<file path="src/rtl/tq_coeff_pkg.sv">
`default_nettype none
// ============================================================================
// Module      : tq_coeff_pkg
// Description : Shared constants and FSM state type for the TQ coefficient
//               buffer write path.
// Revision    : 1.0 - initial release
// ============================================================================
package tq_coeff_pkg;

    localparam int COEFF_W       = 16;
    localparam int BEAT_COEFFS   = 8;
    localparam int BEATS_PER_ROW = 4;
    localparam int BEAT_W        = COEFF_W * BEAT_COEFFS;
    localparam int ROW_W         = 512;
    localparam int ADDR_W        = 5;
    localparam int MAX_ROWS      = 32;
    localparam int CNT_W         = 6;
    localparam int BEAT_CNT_W    = $clog2(BEATS_PER_ROW);

    typedef enum logic [1:0] {
        IDLE  = 2'd0,
        FILL  = 2'd1,
        WRITE = 2'd2,
        DONE  = 2'd3
    } state_t;

endpackage
`default_nettype wire

</file>
<file path="src/rtl/tq_coeff_packer_if.sv">
`default_nettype none
// ============================================================================
// Module      : tq_coeff_packer_if
// Description : Coefficient beat stream plus single-port coefficient RAM
//               write port, as seen by the packer (slave) and its peers.
// Revision    : 1.0 - initial release
// ============================================================================
interface tq_coeff_packer_if;
    import tq_coeff_pkg::*;

    logic              coeff_valid_i;
    logic [BEAT_W-1:0] coeff_data_i;
    logic              coeff_ready_o;
    logic              cen_o;
    logic              oen_o;
    logic              wen_o;
    logic [ADDR_W-1:0] addr_o;
    logic [ROW_W-1:0]  data_o;

    modport slave (
        input  coeff_valid_i, coeff_data_i,
        output coeff_ready_o, cen_o, oen_o, wen_o, addr_o, data_o
    );

    modport master (
        output coeff_valid_i, coeff_data_i,
        input  coeff_ready_o, cen_o, oen_o, wen_o, addr_o, data_o
    );

endinterface
`default_nettype wire

</file>
<file path="src/rtl/tq_coeff_nz_detect.sv">
`default_nettype none
// ============================================================================
// Module      : tq_coeff_nz_detect
// Description : Flags a packed coefficient row that holds any nonzero bit.
// Revision    : 1.0 - initial release
// ============================================================================
module tq_coeff_nz_detect
    import tq_coeff_pkg::*;
(
    input  logic [ROW_W-1:0] i_row,
    output logic             o_nz
);

    assign o_nz = |i_row;

endmodule
`default_nettype wire

</file>
<file path="src/rtl/tq_coeff_packer.sv">
`default_nettype none
// ============================================================================
// Module      : tq_coeff_packer
// Description : Packs 128-bit coefficient beats into 512-bit rows and writes
//               them to consecutive rows of the coefficient RAM.
//               TQ_COEFF_PACK_NZ_EN adds the per-row nonzero map nz_map_o.
// Revision    : 1.0 - initial release
// ============================================================================
module tq_coeff_packer
    import tq_coeff_pkg::*;
(
    input  logic             clk,
    input  logic             rst,
    input  logic             start_i,
    input  logic [CNT_W-1:0] row_num_i,
    tq_coeff_packer_if.slave bus,
    output logic             busy_o,
    output logic             done_o
`ifdef TQ_COEFF_PACK_NZ_EN
    ,
    output logic [MAX_ROWS-1:0] nz_map_o
`endif
);

    state_t                  r_state;
    state_t                  w_state_nxt;
    logic [CNT_W-1:0]        r_row_total;
    logic [CNT_W-1:0]        r_row_cnt;
    logic [CNT_W-1:0]        w_row_sat;
    logic [BEAT_CNT_W-1:0]   r_beat_cnt;
    logic [ROW_W-BEAT_W-1:0] r_row_buf;
    logic                    r_ready;
    logic                    r_busy;
    logic                    r_done;
    logic                    r_cen;
    logic                    r_wen;
    logic [ADDR_W-1:0]       r_addr;
    logic [ROW_W-1:0]        r_data;
    logic                    w_start;
    logic                    w_accept;
    logic                    w_last_beat;
    logic                    w_last_row;

    assign w_start     = (r_state == IDLE) && start_i;
    assign w_accept    = (r_state == FILL) && bus.coeff_valid_i;
    assign w_last_beat = (r_beat_cnt == BEAT_CNT_W'(BEATS_PER_ROW - 1));
    assign w_last_row  = ((r_row_cnt + CNT_W'(1)) == r_row_total);
    assign w_row_sat   = (row_num_i > CNT_W'(MAX_ROWS)) ? CNT_W'(MAX_ROWS) : row_num_i;

    always_comb begin
        w_state_nxt = r_state;
        case (r_state)
            IDLE: begin
                if (start_i) begin
                    w_state_nxt = (row_num_i == '0) ? DONE : FILL;
                end
            end
            FILL: begin
                if (w_accept && w_last_beat) begin
                    w_state_nxt = WRITE;
                end
            end
            WRITE:   w_state_nxt = w_last_row ? DONE : FILL;
            DONE:    w_state_nxt = IDLE;
            default: w_state_nxt = IDLE;
        endcase
    end

    always_ff @(posedge clk) begin
        if (rst) begin
            r_state <= IDLE;
        end else begin
            r_state <= w_state_nxt;
        end
    end

    // Outputs are decoded from the next state so they line up with r_state
    // while still coming straight out of flops.
    always_ff @(posedge clk) begin
        if (rst) begin
            r_row_total <= '0;
            r_row_cnt   <= '0;
            r_beat_cnt  <= '0;
            r_ready     <= 1'b0;
            r_busy      <= 1'b0;
            r_done      <= 1'b0;
            r_cen       <= 1'b1;
            r_wen       <= 1'b1;
            r_addr      <= '0;
            r_data      <= '0;
        end else begin
            if (w_start) begin
                r_row_total <= w_row_sat;
                r_row_cnt   <= '0;
                r_beat_cnt  <= '0;
            end
            if (w_accept) begin
                r_beat_cnt <= r_beat_cnt + BEAT_CNT_W'(1);
                for (int k = 0; k < BEATS_PER_ROW - 1; k++) begin
                    if (r_beat_cnt == BEAT_CNT_W'(k)) begin
                        r_row_buf[k*BEAT_W +: BEAT_W] <= bus.coeff_data_i;
                    end
                end
                if (w_last_beat) begin
                    r_data <= {bus.coeff_data_i, r_row_buf};
                    r_addr <= r_row_cnt[ADDR_W-1:0];
                end
            end
            if (r_state == WRITE) begin
                r_row_cnt <= r_row_cnt + CNT_W'(1);
            end
            r_ready <= (w_state_nxt == FILL);
            r_busy  <= (w_state_nxt != IDLE);
            r_done  <= (w_state_nxt == DONE);
            r_cen   <= (w_state_nxt != WRITE);
            r_wen   <= (w_state_nxt != WRITE);
        end
    end

    assign bus.coeff_ready_o = r_ready;
    assign bus.cen_o         = r_cen;
    assign bus.oen_o         = 1'b1;
    assign bus.wen_o         = r_wen;
    assign bus.addr_o        = r_addr;
    assign bus.data_o        = r_data;
    assign busy_o            = r_busy;
    assign done_o            = r_done;

`ifdef TQ_COEFF_PACK_NZ_EN
    logic                w_row_nz;
    logic [MAX_ROWS-1:0] r_nz_map;

    tq_coeff_nz_detect u_nz_detect (
        .i_row (r_data),
        .o_nz  (w_row_nz)
    );

    // r_data holds the row being written for the whole WRITE cycle.
    always_ff @(posedge clk) begin
        if (rst) begin
            r_nz_map <= '0;
        end else if (w_start) begin
            r_nz_map <= '0;
        end else if (r_state == WRITE) begin
            r_nz_map[r_row_cnt[ADDR_W-1:0]] <= w_row_nz;
        end
    end

    assign nz_map_o = r_nz_map;
`endif

endmodule
`default_nettype wire

</file>
<file path="src/flat_wrapper.sv">
// flat-port wrapper written by rule: the top's interface ports become plain ports
module tq_coeff_packer_flat import tq_coeff_pkg::*;
  (clk, rst, start_i, row_num_i, busy_o, done_o, bus_coeff_valid_i, bus_coeff_data_i, bus_coeff_ready_o, bus_cen_o, bus_oen_o, bus_wen_o, bus_addr_o, bus_data_o);
  tq_coeff_packer_if bus_i ();
  input  logic clk;
  input  logic rst;
  input  logic start_i;
  input  logic [CNT_W-1:0] row_num_i;
  output logic busy_o;
  output logic done_o;
  input wire logic [$bits(bus_i.coeff_valid_i)-1:0] bus_coeff_valid_i;
  input wire logic [$bits(bus_i.coeff_data_i)-1:0] bus_coeff_data_i;
  output wire logic [$bits(bus_i.coeff_ready_o)-1:0] bus_coeff_ready_o;
  output wire logic [$bits(bus_i.cen_o)-1:0] bus_cen_o;
  output wire logic [$bits(bus_i.oen_o)-1:0] bus_oen_o;
  output wire logic [$bits(bus_i.wen_o)-1:0] bus_wen_o;
  output wire logic [$bits(bus_i.addr_o)-1:0] bus_addr_o;
  output wire logic [$bits(bus_i.data_o)-1:0] bus_data_o;
  assign bus_i.coeff_valid_i = bus_coeff_valid_i;
  assign bus_i.coeff_data_i = bus_coeff_data_i;
  assign bus_coeff_ready_o = bus_i.coeff_ready_o;
  assign bus_cen_o = bus_i.cen_o;
  assign bus_oen_o = bus_i.oen_o;
  assign bus_wen_o = bus_i.wen_o;
  assign bus_addr_o = bus_i.addr_o;
  assign bus_data_o = bus_i.data_o;
  tq_coeff_packer u_core (.clk(clk), .rst(rst), .start_i(start_i), .row_num_i(row_num_i), .bus(bus_i), .busy_o(busy_o), .done_o(done_o));
endmodule
</file>
<file path="config.mk">
export PLATFORM = sky130hd
export DESIGN_NAME = tq_coeff_packer_flat
export DESIGN_NICKNAME = d
export VERILOG_FILES = /design/src/rtl/tq_coeff_pkg.sv /design/src/rtl/tq_coeff_packer_if.sv /design/src/rtl/tq_coeff_nz_detect.sv /design/src/rtl/tq_coeff_packer.sv /design/src/flat_wrapper.sv
export SDC_FILE = /design/constraint.sdc
export NUM_CORES = 1
export LEC_CHECK = 0
export ABC_AREA = 1
export CAP_MARGIN = 25
export CORE_ASPECT_RATIO = 1.2
export CORE_UTILIZATION = 30
export DETAILED_ROUTE_END_ITERATION = 10
export HOLD_SLACK_MARGIN = 0.08
export PLACE_DENSITY = 0.55
export SYNTH_ARGS = -nofsm -noshare
export SYNTH_HDL_FRONTEND = slang
export SYNTH_SLANG_ARGS = --single-unit
</file>
<file path="constraint.sdc">
create_clock -name clk -period 8.8 [get_ports clk]
set_input_delay 0.88 -clock clk [delete_from_list [all_inputs] [get_ports clk]]
set_output_delay 0.88 -clock clk [all_outputs]
set_load 0.02 [all_outputs]
</file>
==> run metrics <==
final core utilization=about two fifths; clock edge transition at the registers on the reported setup and hold paths=about 60 ps; # DRC=0; area used by multi-input combinational logic=between 9000 and 10000 um^2; final standard cell area without fillers=43900 um^2; standard-cell row count=~130; Switch Pwr=0.00188 W; Worst IR Drop VDD=151 uV; count of buffers inserted at the top-level ports=659; Die Wd=308 um; remaining max-slew budget at the tightest pin=3.06%; leakage power total=13.4 nW; fraction of layout instances using a drive strength above 1=27.9%; commonest non-fill, non-tap cell in the layout=sky130_fd_sc_hd__nand2_1; area fraction of the dominant cell type after synthesis=between 30% and 40%; total overflow reported by the global router=0; wire length reported by the detailed router=94400 um; total of max-cap violations=0; Critical Path Fanout Max=252; die height=369 um; Bufs on Longest Clock Path=3; clock latency at the later pin of the worst-skew pair=700 ps; Initial DRT Pass Iterations=5; via count of the first global-routing pass=about 21000; worst clock skew=22.6 ps; Yosys warning count=0; setup slack on the worst flop-to-flop path=5160 ps; TritonCTS clock tree=built; global-route wire length before repair=139000 um; master cell of the clock root buffer=sky130_fd_sc_hd__clkbuf_16; sequential cell area fraction in the yosys report=66.1%; type of destination of the critical path=flop; cts bufs inserted=97; io pins=roughly 660; Setup Total Neg Slack=0 ps; detailed placement HPWL=59400 um; violation count after the first detailed-routing iteration=around 1200; vias after detailed routing=21500; Worst Setup Path Type=in2reg; number of instances in the synthesized netlist=2777; routed wirelength normalized by instance count=19.0 um; crit path DAT=4310 ps; Clock Sinks=around 920; Flop pwr share=50.2%; overall routing resource usage=about 16%; full die area=114000 um^2; H-tree depth=3; post-CTS setup repair buffer count=0; post-synth top area cell=sky130_fd_sc_hd__edfxtp_1; pins over their slew limit=0; run status=finished clean; Power per Cell Area=203 nW/um^2; leading cell types by total area after synthesis=sky130_fd_sc_hd__edfxtp_1, sky130_fd_sc_hd__dfxtp_1, sky130_fd_sc_hd__a21oi_2, sky130_fd_sc_hd__nand2_1, sky130_fd_sc_hd__nand2_2; weighted congestion reported at the end of routability-driven placement=0.774; Via-to-Cell Ratio=4.34; combinational share of power=2.4%; number of nets in the finished design=between 3000 and 4000; Resize count post-CTS=0; number of antenna violations at the first check in global routing=5; post-cts hold buffer count=0; final worst path period share=43.0%; slew at the pin with the worst max-slew slack=~1500 ps; synthesized flop and latch total=~920; clock share of power=47.4%; Peak Freq=264 MHz; layout filler cell count=10800; setup violators final=0; footprint of the flip-flops and latches=22300 um^2; most used cells in the layout excluding fill and tap cells=sky130_fd_sc_hd__nand2_1, sky130_fd_sc_hd__clkdlybuf4s50_1, sky130_fd_sc_hd__dfxtp_1, sky130_fd_sc_hd__a21oi_2, sky130_fd_sc_hd__nand2_2; synthesized area per cell=12.1 um^2; Hold/Removal Path Class=reg2reg; Cell variety after synth=34; final number of hold-violating endpoints=0; Post-DRT Antenna Nets=0; share of total power consumed by net switching=around a fifth; CP required=9330 ps; starting utilization of the core area=approximately 30%; post-synthesis instance area=33700 um^2; Synthesized Nets=2920; cell internal power dissipation=0.00703 W; area after detailed placement=just over 40000 um^2; pin count of the biggest net entering global routing=253; setup repair after global routing missed its margin=no; kind of start point of the critical path=primary input; crit path time final=3780 ps; core region area=111000 um^2; synthesis-to-layout area growth=30.4%
[registers in the layout, summed over array words and instances, names as in the netlist]
name / flops
u_core.r_row_cnt: 6
u_core.bus.coeff_ready_o: 1
u_core.done_o: 1
u_core.r_state: 2
u_core.bus.data_o: 512
u_core.r_row_buf: 384
u_core.bus.addr_o: 5
u_core.bus.cen_o: 1
u_core.r_beat_cnt: 2
u_core.busy_o: 1
u_core.r_row_total: 6
[cell usage after synthesis, drive strengths merged]
cell / number
buf: 125
nand4: 2
edfxtp: 384
nand3: 17
a211oi: 2
o31ai: 1
conb: 1
xnor2: 1
inv: 25
nand2: 1068
ha: 5
clkbuf: 52
o21bai: 1
a21oi: 531
dfxtp: 537
nor3: 1
o21ai: 7
nor2: 17
[path summary, 6_finish.rpt]
check,startpoint,to,depth (start not counted)
worst max register to register,u_core.r_state[0],u_core.bus.data_o[405],9
worst max-delay path,bus_coeff_valid_i,u_core.bus.data_o[405],8
worst min-delay path,u_core.bus.data_o[405],u_core.bus.data_o[405],2
worst min register to register,u_core.bus.data_o[405],u_core.bus.data_o[405],2
[cell families after synthesis]
logic type / Yosys count / synth area share (%)
compound gates: 542 / 12.5
xor+xnor: 1 / 0.0260
fa+ha+maj: 5 / 0.186
buf+inv: 202 / 5.71
flops: 921 / 66.1
other cells: 1 / 0.0111
simple gates: 1105 / 15.4
[final cells by class]
type / instances / area share [%]
clock buffers: 157 / 7.05
flip-flops and latches: 921 / 50.7
inverters: 25 / 0.279
well taps: 1496 / 4.26
diodes: 3 / 0.0171
repair buffers: 682 / 15.6
clock inverters: 26 / 0.478
multi-input cells: 1654 / 21.6
[layer usage]
metal | vias to the layer above | wire length, um | share of wire [%] | track usage (%)
met2 | 524 | 46300 | 49 | 27.1
met5 | - | 0 | 0 | 0
met4 | 0 | 3110 | 3.3 | 6.75
met1 | 10400 | 39500 | 42 | 19.8
met3 | 139 | 5530 | 5.9 | 4.03
li1 | 10400 | - | - | -
[worst max-delay path: stages]
cell,delay (ps)
sky130_fd_sc_hd__clkdlybuf4s50_1,440
sky130_fd_sc_hd__nand2_4,150
sky130_fd_sc_hd__inv_4,70
sky130_fd_sc_hd__nand2_8,430
sky130_fd_sc_hd__clkinv_16,540
sky130_fd_sc_hd__buf_4,840
sky130_fd_sc_hd__nand2_1,210
sky130_fd_sc_hd__a21oi_1,80
[power groups by stage]
stage	sequential (W)	combinational [W]	clock, W
2_1_floorplan	0.00458	0.0000708	0
3_3_place_gp	0.00457	0.000219	0
3_5_place_dp	0.00457	0.000218	0
4_1_cts	0.00448	0.000219	0.00436
5_1_grt	0.00448	0.000228	0.00452
6_report	0.00448	0.000214	0.00422
[metrics by stage]
stage	worst slack, ps	total power, W	std cells	hold slack [ps]
2_1_floorplan	1280	0.00465	2777	452
3_3_place_gp	4490	0.00479	4777	451
3_5_place_dp	4650	0.00479	4778	455
4_1_cts	5430	0.00905	4961	464
5_1_grt	4890	0.00922	4962	477
6_report	5020	0.00891	4964	462
Note: power is estimated with default switching activity, not from simulation.
